**config.mk**
```make
export PLATFORM = sky130hd
export DESIGN_NAME = wam_mol_flat
export DESIGN_NICKNAME = d
export VERILOG_FILES = /design/src/rtl/wam_pkg.sv /design/src/rtl/wam_mol_if.sv /design/src/rtl/wam_lfsr.sv /design/src/rtl/wam_mol.sv /design/src/flat_wrapper.sv
export SDC_FILE = /design/constraint.sdc
export NUM_CORES = 1
export LEC_CHECK = 0
export CAP_MARGIN = 15
export CORE_MARGIN = 4
export CORE_UTILIZATION = 45
export DETAILED_ROUTE_END_ITERATION = 12
export PLACE_DENSITY = 0.68
export RECOVER_POWER = 50
export SYNTH_ARGS = -nofsm -noshare
export SYNTH_HDL_FRONTEND = slang
export SYNTH_SLANG_ARGS = --single-unit
```
**constraint.sdc**
```tcl
create_clock -name clk -period 3.9 [get_ports clk]
set_input_delay 0.585 -clock clk [delete_from_list [all_inputs] [get_ports clk]]
set_output_delay 0.585 -clock clk [all_outputs]
set_load 0.02 [all_outputs]
```
**src/rtl/wam_pkg.sv**
```systemverilog
// Shared constants, state encoding and LFSR/hole helpers for the whac-a-mole mole generator.
package wam_pkg;

    localparam int N_HOLE = 8;
    localparam int HOLE_W = 3;
    localparam logic [7:0] LFSR_MASK = 8'hB8;

    typedef enum logic [1:0] {
        GAP  = 2'd0,
        PICK = 2'd1,
        UP   = 2'd2
    } state_t;

    // Fibonacci step for x^8+x^6+x^5+x^4+1; feedback enters at bit 0.
    function automatic logic [7:0] lfsr_next(input logic [7:0] cur);
        return {cur[6:0], ^(cur & LFSR_MASK)};
    endfunction

    // Bumping a repeated candidate to the next hole keeps consecutive moles apart.
    function automatic logic [HOLE_W-1:0] pick_hole(input logic [7:0] rnd,
                                                    input logic [HOLE_W-1:0] prev);
        logic [HOLE_W-1:0] cand;
        cand = rnd[HOLE_W-1:0];
        return (cand != prev) ? cand : HOLE_W'(cand + 1'b1);
    endfunction

endpackage

```
**src/rtl/wam_mol_if.sv**
```systemverilog
// Tap bus in, mole LEDs and hit/miss pulses out; the score counter listens on the slave side.
interface wam_mol_if;
    import wam_pkg::*;

    logic [N_HOLE-1:0] tap;
    logic [N_HOLE-1:0] mole;
    logic [N_HOLE-1:0] hit;
    logic              miss;

    modport master (input tap, output mole, output hit, output miss);
    modport slave  (output tap, input mole, input hit, input miss);

endinterface

```
**src/rtl/wam_lfsr.sv**
```systemverilog
// Free-running 8-bit Fibonacci LFSR used to choose the next mole hole.
module wam_lfsr #(
    parameter logic [7:0] SEED = 8'hA5
) (
    input  logic       clk,
    input  logic       clr,
    output logic [7:0] state
);
    import wam_pkg::*;

    // An all-zero seed would lock the register up.
    localparam logic [7:0] SEED_EFF = (SEED == 8'h00) ? 8'h01 : SEED;

    always_ff @(posedge clk) begin
        if (clr) begin
            state <= SEED_EFF;
        end else begin
            state <= lfsr_next(state);
        end
    end

endmodule

```
**src/rtl/wam_mol.sv**
```systemverilog
// Mole generator and hit qualifier: lights one hole per round and grades taps against it.
//
//   state | meaning
//   GAP   | all moles dark, counting GAP_TICKS ticks
//   PICK  | one cycle, choose a hole different from the previous one
//   UP    | mole lit, waiting for a tap on its hole or LIFE_TICKS ticks
module wam_mol #(
    parameter int         LIFE_TICKS = 20,
    parameter int         GAP_TICKS  = 5,
    parameter logic [7:0] LFSR_SEED  = 8'hA5
) (
    input  logic       clk,
    input  logic       clr,
    input  logic       tick,
    input  logic       en,
    wam_mol_if.master  bus
);
    import wam_pkg::*;

    localparam int MAX_TICKS = (LIFE_TICKS > GAP_TICKS) ? LIFE_TICKS : GAP_TICKS;
    localparam int CW        = $clog2(MAX_TICKS) + 1;
    localparam logic [CW-1:0] LIFE_LAST = CW'(LIFE_TICKS - 1);
    localparam logic [CW-1:0] GAP_LAST  = CW'(GAP_TICKS - 1);

    state_t              state;
    logic [CW-1:0]       cnt;
    logic [HOLE_W-1:0]   hole;
    logic [HOLE_W-1:0]   next_hole;
    logic [7:0]          lfsr;
    logic [N_HOLE-1:0]   s1, s2, s3;
    logic [N_HOLE-1:0]   tap_edge;
    logic [N_HOLE-1:0]   mole_q;
    logic [N_HOLE-1:0]   hit_q;
    logic                miss_q;

    wam_lfsr #(.SEED(LFSR_SEED)) u_lfsr (
        .clk   (clk),
        .clr   (clr),
        .state (lfsr)
    );

    // Taps are raw switch levels; any change of level counts as a strike.
    always_ff @(posedge clk) begin
        if (clr) begin
            s1 <= '0;
            s2 <= '0;
            s3 <= '0;
        end else begin
            s1 <= bus.tap;
            s2 <= s1;
            s3 <= s2;
        end
    end

    assign tap_edge  = s2 ^ s3;
    assign next_hole = pick_hole(lfsr, hole);

    always_ff @(posedge clk) begin
        if (clr) begin
            state  <= GAP;
            cnt    <= '0;
            hole   <= '0;
            mole_q <= '0;
            hit_q  <= '0;
            miss_q <= 1'b0;
        end else begin
            hit_q  <= '0;
            miss_q <= 1'b0;
            if (!en) begin
                state  <= GAP;
                cnt    <= '0;
                mole_q <= '0;
            end else begin
                case (state)
                    GAP: begin
                        mole_q <= '0;
                        if (tick) begin
                            if (cnt == GAP_LAST) begin
                                cnt   <= '0;
                                state <= PICK;
                            end else begin
                                cnt <= cnt + CW'(1);
                            end
                        end
                    end
                    PICK: begin
                        hole   <= next_hole;
                        mole_q <= N_HOLE'(1) << next_hole;
                        state  <= UP;
                    end
                    UP: begin
                        // A strike beats an expiry landing in the same cycle.
                        if (tap_edge[hole]) begin
                            hit_q  <= N_HOLE'(1) << hole;
                            mole_q <= '0;
                            cnt    <= '0;
                            state  <= GAP;
                        end else if (tick) begin
                            if (cnt == LIFE_LAST) begin
                                miss_q <= 1'b1;
                                mole_q <= '0;
                                cnt    <= '0;
                                state  <= GAP;
                            end else begin
                                cnt <= cnt + CW'(1);
                            end
                        end
                    end
                    default: begin
                        state  <= GAP;
                        cnt    <= '0;
                        mole_q <= '0;
                    end
                endcase
            end
        end
    end

    assign bus.mole = mole_q;
    assign bus.hit  = hit_q;
    assign bus.miss = miss_q;

endmodule

```
**src/flat_wrapper.sv**
```systemverilog
// flat-port wrapper written by rule: the top's interface ports become plain ports
module wam_mol_flat import wam_pkg::*;
#(
    parameter int         LIFE_TICKS = 20,
    parameter int         GAP_TICKS  = 5,
    parameter logic [7:0] LFSR_SEED  = 8'hA5
)
  (clk, clr, tick, en, bus_tap, bus_mole, bus_hit, bus_miss);
  wam_mol_if bus_i ();
  input  logic clk;
  input  logic clr;
  input  logic tick;
  input  logic en;
  input wire logic [$bits(bus_i.tap)-1:0] bus_tap;
  output wire logic [$bits(bus_i.mole)-1:0] bus_mole;
  output wire logic [$bits(bus_i.hit)-1:0] bus_hit;
  output wire logic [$bits(bus_i.miss)-1:0] bus_miss;
  assign bus_i.tap = bus_tap;
  assign bus_mole = bus_i.mole;
  assign bus_hit = bus_i.hit;
  assign bus_miss = bus_i.miss;
  wam_mol #(.LIFE_TICKS(LIFE_TICKS), .GAP_TICKS(GAP_TICKS), .LFSR_SEED(LFSR_SEED)) u_core (.clk(clk), .clr(clr), .tick(tick), .en(en), .bus(bus_i));
endmodule
```
==> reports/metrics.cfg, run 1 <==
[power_and_ir_drop]
p_sw_mw=0.273
total_leakage_power_nw=1.08
sw_frac_of_total_pct=20.5
p_comb_share_pct=5.6
power_density_mw_per_mm2=475
ir_drop_uv=337
p_int_mw=1.06
power.share.clock_pct=46.1
seqPwrFrac_pct=48.2

[global_route]
grt_max_degree=36
first_global_vias=1449
antenna_found_initial=0
grt_pass1_wl_microns=6330
track_usage_pct=13.3
grt_overflow=0

[placement]
io_buffers=28
place_congestion=0.766
dp_hpwl_microns=2560
place_inst=310

[logic_synthesis]
yosysMostFrequentCell=dfxtp_1
yosysWarnings=0
async_reset_ff_share_pct=0
yosys.area_share.simple_pct=22.9
syn_inst=221
synthXorXnorAreaFrac_pct=5.86
syn-num-nets=236
ys_top_cells_by_count=dfxtp_1 (60), nor2b_1 (30), nor2_1 (24)
synth-compound-area-share_pct=11.1
yosys.area.top_type_share_pct=53.6
synthAdderAreaFrac_pct=1.68
yosys-mux-area-fraction_pct=2.29
syn_area_per_cell_sq_um=10.1
synth_ff_type=dfxtp_1
synth-seq-area-share_pct=53.6
synthTopCellsByArea=dfxtp_1 (54%), nor2b_1 (8.4%), nor2_1 (4.0%)
synth_top_cell_by_area=dfxtp_1
syn_area_sq_mm=0.00224
synth_edf_count=0
synth_top_family_by_area=simple AND/OR/NAND/NOR gates
synth_cell_types=39
synth-seq-cells=60

[final_layout]
nFillCells=428
final_util_pct=58.5
drive_gt1_share_pct=9.69
final-instance-count-excl-fill=325
antenna_cells=0
area_delta_synth_final_pct=24.9
final_nets=269

[detailed_routing]
first_iter_violations=63
vias=1582
final_antenna_net_count=0
via_per_inst=4.87
dr.pass1.iters=4
route.detailed.drc=0
post_drt_wl_per_cell_microns=11.4
drt_wl_total_microns=3700

[worst_hold_path]
hp-start=u_core.u_lfsr.state[6]
hp-class=reg -> reg

[die]
die_area_sq_mm=0.00617
pin_count=29
rows=25
die_w_microns=78.6
die_h_microns=78.6
core_sq_mm=0.00479
start_util_pct=46.8

[clocking]
hold_buffers=0
cts_inserted_buffers=9
clkSinkCount=60
ctsResizeCount=0
clockBufferDepth=2
clockRootBuffer=clkbuf_8
cts_tree=done
postCtsSetupBuffers=0
clk_latency_ns=0.33
path_clk_slew_ns=0.06
htree_levels=3

[setup_path]
crit_required_ns=4.13
cp-startpoint=clr
crit_fanout=14
crit_path_end_kind=register
setup.worst_path.class=in -> reg
critical_path_arrival_ns=2.75
startpoint_type=primary input
timing.rr.start=u_core.hole[0]

[status]
outcome=complete, no violations

[timing]
setup_viol=0
fin_skew_ns=0.00963
hold_viol_final=0
min_period_over_period_pct=64.6
worst_pin_slew_ns=1.33
fin_tns_setup_ns=0
finalMaxSlewViolations=0
max-slew-margin-rel_pct=11.4
grt_setup_unrepaired=no
timing.fmax_mhz=397
fin_crit_ns=2.52

[job]
drv_cap=0

## critical path, stage by stage
cell and delay (ns):
dlygate4sd3_1 0.56, nand2b_1 0.38, nor2_1 0.31, nand2_1 0.15, o31ai_4 0.37, nand2_1 0.13, o311ai_1 0.27
## power by group through the flow
stage	Sequential, mW	Clock [mW]	Combinational (mW)
3_3_place_gp	0.656	0	0.0740
5_1_grt	0.644	0.660	0.0855
3_5_place_dp	0.656	0	0.0758
2_1_floorplan	0.653	0	0.0540
6_report	0.642	0.614	0.0749
4_1_cts	0.642	0.630	0.0762
## sequential cells by signal (all words and copies together) (netlist names)
signal	count
u_core.bus.mole	8
u_core.s1	8
u_core.cnt	6
u_core.s3	8
u_core.hole	3
u_core.state	2
u_core.bus.hit	8
u_core.u_lfsr.state	8
u_core.bus.miss	1
u_core.s2	8
## per-layer routing
metal | vias up | global-route usage [%] | part of all wire [%]
met5 | - | 0 | 0
met3 | 5 | 7.00 | 5.7
met2 | 30 | 20.5 | 46
met4 | 0 | 5.24 | 1.4
li1 | 819 | - | -
met1 | 728 | 15.5 | 47
## kinds of logic after synthesis
| group | count (synthesis) |
|---|---|
| simple gates | 93 |
| fa+ha+maj | 3 |
| xor+xnor | 15 |
| flops | 60 |
| mux | 5 |
| compound gates | 30 |
| buf+inv | 15 |
## per-stage QoR
| step | instance area, sq um | power (mW) | hold slack [ns] | setup WS [ns] |
|---|---|---|---|---|
| after floorplan | 2240 | 0.707 | 0.389 | 2.00 |
| after global placement | 2580 | 0.729 | 0.396 | 1.25 |
| after detailed placement | 2580 | 0.731 | 0.402 | 1.17 |
| after CTS | 2810 | 1.35 | 0.417 | 1.52 |
| after global routing | 2800 | 1.39 | 0.434 | 1.25 |
| final | 2800 | 1.33 | 0.417 | 1.38 |
## path summary, 6_finish.rpt
path / endpoint / slack (ns) / cells after the start
max: u_core.cnt[5] / 1.38 / 7
min: u_core.u_lfsr.state[7] / 0.42 / 1
max reg2reg: u_core.cnt[0] / 1.49 / 6
min reg2reg: u_core.u_lfsr.state[7] / 0.42 / 1
## placed cells by master (no fill, tap or decap), drive strengths merged, types with 2 or more instances in the layout
master	n
nand3	4
xnor2	5
nand2b	2
nor2	24
o221ai	2
and2	3
or2	6
dlygate4sd3	3
nand4	2
a22oi	3
o31ai	2
clkbuf	12
a21oi	4
o22ai	3
nand2	10
inv	8
or4	2
ha	3
mux2i	4
bufinv	2
a32oi	6
clkdlybuf4s50	25
nor3	3
nor2b	30
dfxtp	60
a211oi	5
nor4	2
or2b	2
xor2	10
## cell type report
type	count	area [sq um]	area share, %
sequential	60	1200	42.9
clock buffer	11	151	5.41
tap	67	83.8	3.00
inverter	8	30.0	1.07
clock inverter	4	72.6	2.59
multi-input combinational	146	976	34.9
timing repair buffer	29	284	10.1
Power figures use the tool's default switching activity.
==> inputs of run 2 (changes only) <==
PLACE_DENSITY = 0.71   (was 0.68)
clock period = 2.1 ns   (was 3.9 ns; I/O delays follow)
==> reports/metrics.cfg, run 2 (synthesized netlist as in run 1, its figures left out) <==
[power_and_ir_drop]
p_comb_share_pct=7.4
ir_drop_uv=463
power_density_mw_per_mm2=776
p_int_mw=1.68
seqPwrFrac_pct=53.9
power.share.clock_pct=38.8
p_sw_mw=0.531
total_leakage_power_nw=1.09
sw_frac_of_total_pct=24.0

[timing]
min_period_over_period_pct=95.5
max-slew-margin-rel_pct=11.3
fin_skew_ns=0.00923
timing.fmax_mhz=499
fin_tns_setup_ns=0
hold_viol_final=0
fin_crit_ns=2.00
finalMaxSlewViolations=0
setup_viol=0
worst_pin_slew_ns=1.33

[placement]
place_inst=320
place_congestion=0.729
io_buffers=28
dp_hpwl_microns=2800
dpl_cell_area_sq_mm=0.00266

[final_layout]
mostFrequentLayoutCell=dfxtp_1
area_delta_synth_final_pct=27.2
antenna_cells=0
final_util_pct=59.6
layout_common_cells=dfxtp_1 (60), nor2b_1 (30), clkdlybuf4s50_1 (27)
fin_area_sq_mm=0.00285
final-instance-count-excl-fill=336
final_nets=279
drive_gt1_share_pct=14.5

[global_route]
first_global_vias=1482
track_usage_pct=14.6
grt_use_met2_pct=21.4
antenna_found_initial=0
grt_overflow=0
grt_pass1_wl_microns=6820
grt.busiest_layer=met2
grt_use_met1_pct=17.7
grt_max_degree=36
grt.met3_usage_pct=6.88

[clocking]
cts_tree=done
clkSinkCount=60
hold_buffers=0
clk_latency_ns=0.33
path_clk_slew_ns=0.07
clockBufferDepth=2
cts_inserted_buffers=9
htree_levels=3
clockRootBuffer=clkbuf_8

[die]
rows=25
pin_count=29
die_area_sq_mm=0.00617
die_w_microns=78.6
core_sq_mm=0.00479
die_h_microns=78.6
start_util_pct=46.8

[setup_path]
crit_fanout=8
rr_worst_depth=6
startpoint_type=register
setup.worst_path.class=reg -> reg
timing.rr.start=u_core.hole[1]
crit_required_ns=2.36
r2r_end=u_core.cnt[0]
critical_path_arrival_ns=2.27
rrSetupSlack_ns=0.1
crit_path_end_kind=register

[detailed_routing]
first_iter_violations=79
final_antenna_net_count=0
vias=1599
post_drt_wl_per_cell_microns=11.5
dr.pass1.iters=4
via_per_inst=4.76
route.detailed.drc=0
drt_wl_total_microns=3880

[job]
drv_cap=0

[worst_hold_path]
hp-start=u_core.u_lfsr.state[6]
hp-class=reg -> reg
min_to=u_core.u_lfsr.state[7]
hold_depth=1

[status]
outcome=complete, no violations

-- run 2: power groups by stage --
stage / clock network (mW) / registers, mW / logic (mW)
final: 0.858 / 1.19 / 0.163
after detailed placement: 0 / 1.22 / 0.162
after global routing: 0.952 / 1.20 / 0.182
after CTS: 0.893 / 1.19 / 0.163
after floorplan: 0 / 1.21 / 0.100
after global placement: 0 / 1.22 / 0.158
-- run 2: metrics by stage --
stage | setup slack (ns) | total power [mW] | hold slack (ns)
2_1_floorplan | 0.201 | 1.31 | 0.387
6_report | 0.0950 | 2.21 | 0.410
4_1_cts | 0.0718 | 2.25 | 0.410
5_1_grt | -0.0108 | 2.33 | 0.448
3_5_place_dp | -0.0452 | 1.38 | 0.393
3_3_place_gp | 0.0267 | 1.38 | 0.393
-- run 2: worst max-delay path by stage --
stage / start / slack (ns) / to / cells after the start
2_1_floorplan: u_core.hole[0] / 0.20 / u_core.cnt[0] / 6
3_3_place_gp: clr / 0.03 / u_core.cnt[5] / 6
3_5_place_dp: clr / -0.05 / u_core.cnt[5] / 6
4_1_cts: u_core.hole[0] / 0.07 / u_core.cnt[0] / 6
5_1_grt: u_core.hole[1] / -0.01 / u_core.cnt[0] / 6
6_report: u_core.hole[1] / 0.1 / u_core.cnt[0] / 6
-- run 2: layout make-up --
type / count / area, sq um
well taps: 67 / 83.8
flip-flops and latches: 60 / 1200
fillers: 424 / 1930
inverters: 8 / 30.0
clock inverters: 6 / 41.3
multi-input cells: 146 / 1010
repair buffers: 39 / 359
clock buffers: 10 / 128
-- run 2: layer usage --
layer / routed length [microns] / vias to the layer above / part of all wire [%]
li1: - / 842 / -
met1: 1840 / 725 / 47
met2: 1770 / 25 / 46
met3: 176 / 7 / 4.5
met4: 91 / 0 / 2.3
met5: 0 / - / 0
-- run 2: worst max-delay path, cell delays in order (launching register included) --
cell     delay (ns)
dfxtp_1        0.41
or2b_1         0.31
o22ai_2        0.23
o22ai_4        0.15
o31a_1         0.30
or4_1          0.40
a21oi_1        0.14
-- run 2: what timing repair did --
action | CTS | global route
endpoints found under the setup margin | 0 | 7
buffers inserted | 0 | 0
hold endpoints to repair | 0 | 0
gates resized for setup | 0 | 4
==> inputs of run 3 (changes only) <==
CTS_CLUSTER_SIZE = 8   (was unset)
==> results of run 3 <==
The final DEF is identical to that of run 2; final timing and power are the same.
